**src/rtl/typed_ndata_packet_scheduler.sv**
```systemverilog
// Packet-granular round-robin scheduler driving the select stream of the typed
// N-way data multiplexer, with a per-grant packet quota before priority rotates.
module typed_ndata_packet_scheduler #(
  parameter int NUM_STREAMS = 4,
  parameter int QUANTUM     = 1,
  parameter int IDX_W       = $clog2(NUM_STREAMS)
) (
  input  logic                   clk_i,
  input  logic                   rst_i,
  input  logic [NUM_STREAMS-1:0] req_valid_i,
  input  logic [NUM_STREAMS-1:0] enable_i,
  output logic                   select_valid_o,
  output logic [IDX_W-1:0]       select_data_o,
  input  logic                   select_ready_i,
  output logic                   busy_o,
  output logic [31:0]            pkt_count_o
);

  localparam int CNT_W = (QUANTUM < 1) ? 1 : $clog2(QUANTUM + 1);

  typedef enum logic {IDLE, GRANT} state_e;

  state_e           state_q;
  logic             sel_valid_q;
  logic [IDX_W-1:0] sel_data_q;
  logic [IDX_W-1:0] last_idx_q;
  logic [CNT_W-1:0] q_cnt_q;
  logic [31:0]      pkt_count_q;

  logic [NUM_STREAMS-1:0] elig;
  logic [IDX_W-1:0]       rr_idx;
  logic [IDX_W-1:0]       scan_idx;
  logic                   rr_found;
  logic                   keep_d;
  logic [IDX_W-1:0]       choice_d;
  logic [CNT_W-1:0]       q_cnt_d;
  logic [31:0]            pkt_count_d;

  always_comb begin
    elig     = req_valid_i & enable_i;
    rr_idx   = '0;
    scan_idx = '0;
    rr_found = 1'b0;
    // Cyclic scan starting just after the last grant; the last grant itself is
    // visited last, so it only wins when it is the sole eligible stream.
    for (int k = 1; k <= NUM_STREAMS; k++) begin
      scan_idx = IDX_W'((int'(last_idx_q) + k) % NUM_STREAMS);
      if (!rr_found && elig[scan_idx]) begin
        rr_found = 1'b1;
        rr_idx   = scan_idx;
      end
    end
    keep_d      = (q_cnt_q != '0) && (q_cnt_q < CNT_W'(QUANTUM)) && elig[last_idx_q];
    choice_d    = keep_d ? last_idx_q : rr_idx;
    q_cnt_d     = (q_cnt_q >= CNT_W'(QUANTUM)) ? CNT_W'(QUANTUM) : q_cnt_q + 1'b1;
    pkt_count_d = (&pkt_count_q) ? pkt_count_q : pkt_count_q + 32'd1;
  end

  always_ff @(posedge clk_i) begin
    if (rst_i) begin
      state_q     <= IDLE;
      sel_valid_q <= 1'b0;
      sel_data_q  <= '0;
      last_idx_q  <= IDX_W'(NUM_STREAMS - 1);
      q_cnt_q     <= '0;
      pkt_count_q <= '0;
    end else begin
      case (state_q)
        IDLE: begin
          if (|elig) begin
            sel_valid_q <= 1'b1;
            sel_data_q  <= choice_d;
            last_idx_q  <= choice_d;
            if (!keep_d) q_cnt_q <= '0;
            state_q     <= GRANT;
          end
        end
        GRANT: begin
          // Grant is held regardless of req/enable; only packet end releases it.
          if (select_ready_i) begin
            sel_valid_q <= 1'b0;
            q_cnt_q     <= q_cnt_d;
            pkt_count_q <= pkt_count_d;
            state_q     <= IDLE;
          end
        end
        default: state_q <= IDLE;
      endcase
    end
  end

  assign select_valid_o = sel_valid_q;
  assign select_data_o  = sel_data_q;
  assign busy_o         = sel_valid_q;
  assign pkt_count_o    = pkt_count_q;

endmodule

```
**config.mk**
```make
export PLATFORM = sky130hd
export DESIGN_NAME = typed_ndata_packet_scheduler
export DESIGN_NICKNAME = d
export VERILOG_FILES = /design/src/rtl/typed_ndata_packet_scheduler.sv
export SDC_FILE = /design/constraint.sdc
export NUM_CORES = 1
export LEC_CHECK = 0
export ABC_CLOCK_PERIOD_IN_PS = 2700
export BUFFER_PORTS_ARGS = -buffer_cell sky130_fd_sc_hd__buf_2
export CORE_MARGIN = 4
export CORE_UTILIZATION = 55
export CTS_BUF_LIST = sky130_fd_sc_hd__clkbuf_4
export DETAILED_ROUTE_END_ITERATION = 8
export GPL_ROUTABILITY_DRIVEN = 0
export PLACE_DENSITY_LB_ADDON = 0.3
export SLEW_MARGIN = 25
export SYNTH_ARGS = -nofsm -noshare
export SYNTH_HDL_FRONTEND = slang
export SYNTH_SLANG_ARGS = --single-unit
```
**constraint.sdc**
```tcl
create_clock -name clk_i -period 2.7 [get_ports clk_i]
set_input_delay 0.54 -clock clk_i [delete_from_list [all_inputs] [get_ports clk_i]]
set_output_delay 0.54 -clock clk_i [all_outputs]
set_load 0.02 [all_outputs]
```
==> qor.yml <==
placed_design:
  dpl_cell_area_um2: 2230
  dpl_worst_slack_ns: 0.436
  numPortBuffers: 46
  place_hpwl_um: 3070
timing:
  rsz0062_at_grt: "no"
  fin_skew_ns: 0.00402
  fin_ws_ns: 0.415
  tightest_slew_ns: 0.695
  setup_violations: 0
  finalCritPeriodShare_pct: 84.6
  maxSlewHeadroom_pct: 53.6
  drv_slew: 0
  holdWs_ns: 0.471
  tns_ns: 0
  fmax_mhz: 438
  hold_viol: 0
  min_period_ns: 2.28
synthesis:
  ys_seq_area_share_pct: 38.5
  synthAdderAreaFrac_pct: 1.64
  synth_compound_area_share_pct: 14.6
  synth_simple_gate_area_share_pct: 33.8
  synth_area_um2: 1980
  synth-xor-area-share_pct: 2.21
  ys_ff_latch: 38
  ys_top_cells_by_count: "38 x dfxtp_1, 28 x nor2_1, 20 x a21oi_1, 12 x nand2_1, 12 x nand3_1"
  synthArstFlopShare_pct: 0
  synthMostInstantiatedCell: "dfxtp_1"
  synth_area_leaders: "dfxtp_1 38%, nor2_1 5.3%, a21oi_1 5.1%, mux2_2 4.0%, nand4_1 3.2%"
  synthCells: 241
  yosysUniqueCellTypes: 46
  synth_edf_count: 0
  ys_warn_count: 0
  syn-num-nets: 253
  ys.flop_type: "dfxtp_1"
  synth.top_cell.area_share_pct: 38.5
  synth_area_per_cell_um2: 8.21
  synthMuxAreaShare_pct: 5.25
  synth_top_family_by_area: "simple AND/OR/NAND/NOR gates"
  synth_largest_area_cell: "dfxtp_1"
grt:
  overflow: 0
  grt_max_degree: 43
  grt.met3_usage_pct: 4.43
  met2_usage_pct: 30.6
  grt_first_pass_wirelength_um: 6970
  top_usage_layer: "met2"
  antenna_found_initial: 0
  grt_pass1_vias: 1605
  grtUsageTotal_pct: 19.4
  grt_use_met1_pct: 26.1
worst_setup_path:
  required_ns: 2.94
  crit_path_end_kind: "flip-flop"
  crit_path_start: "pkt_count_o[15]$_SDFFE_PP0P_"
  crit_type: "reg -> reg"
  r2r-start: "pkt_count_o[15]$_SDFFE_PP0P_"
  start_kind: "flip-flop"
  crit_fanout: 8
  worst_ep_arrival_time_ns: 2.53
cts:
  cts_setup_buffers: 0
  clk_pin_slew_ns: 0.11
  cts_hold_buf: 0
  h-tree-depth: 2
  clkLatencyLatePin_ns: 0.34
  clockRootBuffer: "clkbuf_4"
  cts_resized: 0
  clockBufferDepth: 2
  cts_tree: "built"
  cts_made_buffers: 5
  clock-sinks: 38
pwr:
  leakage_nw: 0.906
  power_mw: 0.931
  p_per_area_nw_per_um2: 408
  ir_worst_vdd_mv: 0.338
drt:
  detail_route.iter0.violations: 114
  drt_wl_total_um: 4180
  drc: 0
  wl_per_cell_um: 12.6
  drt_pass1_iterations: 4
  num_vias: 1861
  antenna_left: 0
  vias_per_cell: 5.61
floorplan:
  rows: 21
  chipWidth_um: 68.0
  core_um2: 3420
  io_pins: 47
  dieArea_um2: 4620
  fp.dieH_um: 68.0
  start_util_pct: 57.9
cells_and_area:
  antennaDiodeCount: 0
  seqCellArea_um2: 761
  drive_above_1_share_pct: 25.2
  multi_input_area_um2: 1140
  fill_cells: 322
  area_growth_pct: 15.2
  final_area_um2: 2280
  nNetsFinal: 297
min_path:
  worstHoldStart: "select_data_o[0]$_SDFFE_PP0P_"
  hold_class: "reg -> reg"
status:
  status: "finished, final reports clean"
flow_run:
  drv_cap: 0
## critical path, stage by stage, from the launching register on
cell and delay (ns):
dfxtp_1 0.42, nand3_2 0.12, or4_1 0.66, o31a_1 0.46
and3_4 0.23, mux2_4 0.28
## through the flow
stage	std cells	utilization, %
after floorplan	241	-
after global placement	324	65.3
after detailed placement	324	65.3
after CTS	332	66.7
after global routing	332	66.7
final	332	66.7
## sequential cells by signal, indices dropped and copies added, names as in the netlist
register / count
pkt_count_o: 32
last_idx_q: 2
select_data_o: 2
busy_o: 1
state_q: 1
## power breakdown
group          leakage [nW]  internal, mW  switching [mW]  total [mW]
combinational         0.571        0.0308          0.0489      0.0797
clock                0.0277        0.0928           0.178       0.271
sequential            0.308         0.571         0.00904       0.581
## cells in the final DEF (no fill, tap or decap), drive strengths merged, types with 5 or more instances in the layout
master | netlist | final
a31o | 5 | 5
nor2 | 28 | 28
buf | 2 | 49
nor3 | 6 | 6
or3 | 9 | 9
nand2 | 13 | 13
inv | 6 | 6
a21oi | 20 | 20
and3 | 7 | 7
clkbuf | 10 | 5
dfxtp | 38 | 38
nor2b | 10 | 10
nand4 | 10 | 10
nor4 | 7 | 7
o21ai | 10 | 10
mux2 | 8 | 8
nand3 | 13 | 13
## final timing paths
kind	to	slack [ns]	cells past startpoint
setup reg to reg	pkt_count_o[3]$_SDFFE_PP0P_	0.42	5
hold / removal	select_data_o[0]$_SDFFE_PP0P_	0.47	2
hold reg to reg	select_data_o[0]$_SDFFE_PP0P_	0.47	2
setup / recovery	pkt_count_o[3]$_SDFFE_PP0P_	0.42	5
## routing by layer
layer | up-vias | part of all wire [%]
li1 | 968 | -
met2 | 58 | 43
met3 | 5 | 7.5
met5 | - | 0
met1 | 830 | 48
met4 | 0 | 0.91
## final cells by class
| class | instances | share of cell area, % |
|---|---|---|
| Clock inverter | 3 | 0.494 |
| Multi-Input combinational cell | 185 | 49.9 |
| Tap cell | 46 | 2.52 |
| Timing Repair Buffer | 49 | 11.1 |
| Inverter | 6 | 0.988 |
| Clock buffer | 5 | 1.65 |
| Sequential cell | 38 | 33.4 |
## kinds of logic (layout without fill, tap and decap cells)
group / after synthesis / in the layout
compound gates: 47 / 47
xor+xnor: 5 / 5
fa+ha+maj: 3 / 3
buf+inv: 18 / 63
flops: 38 / 38
mux: 9 / 9
simple gates: 121 / 121
Note: power is estimated with default switching activity, not from simulation.
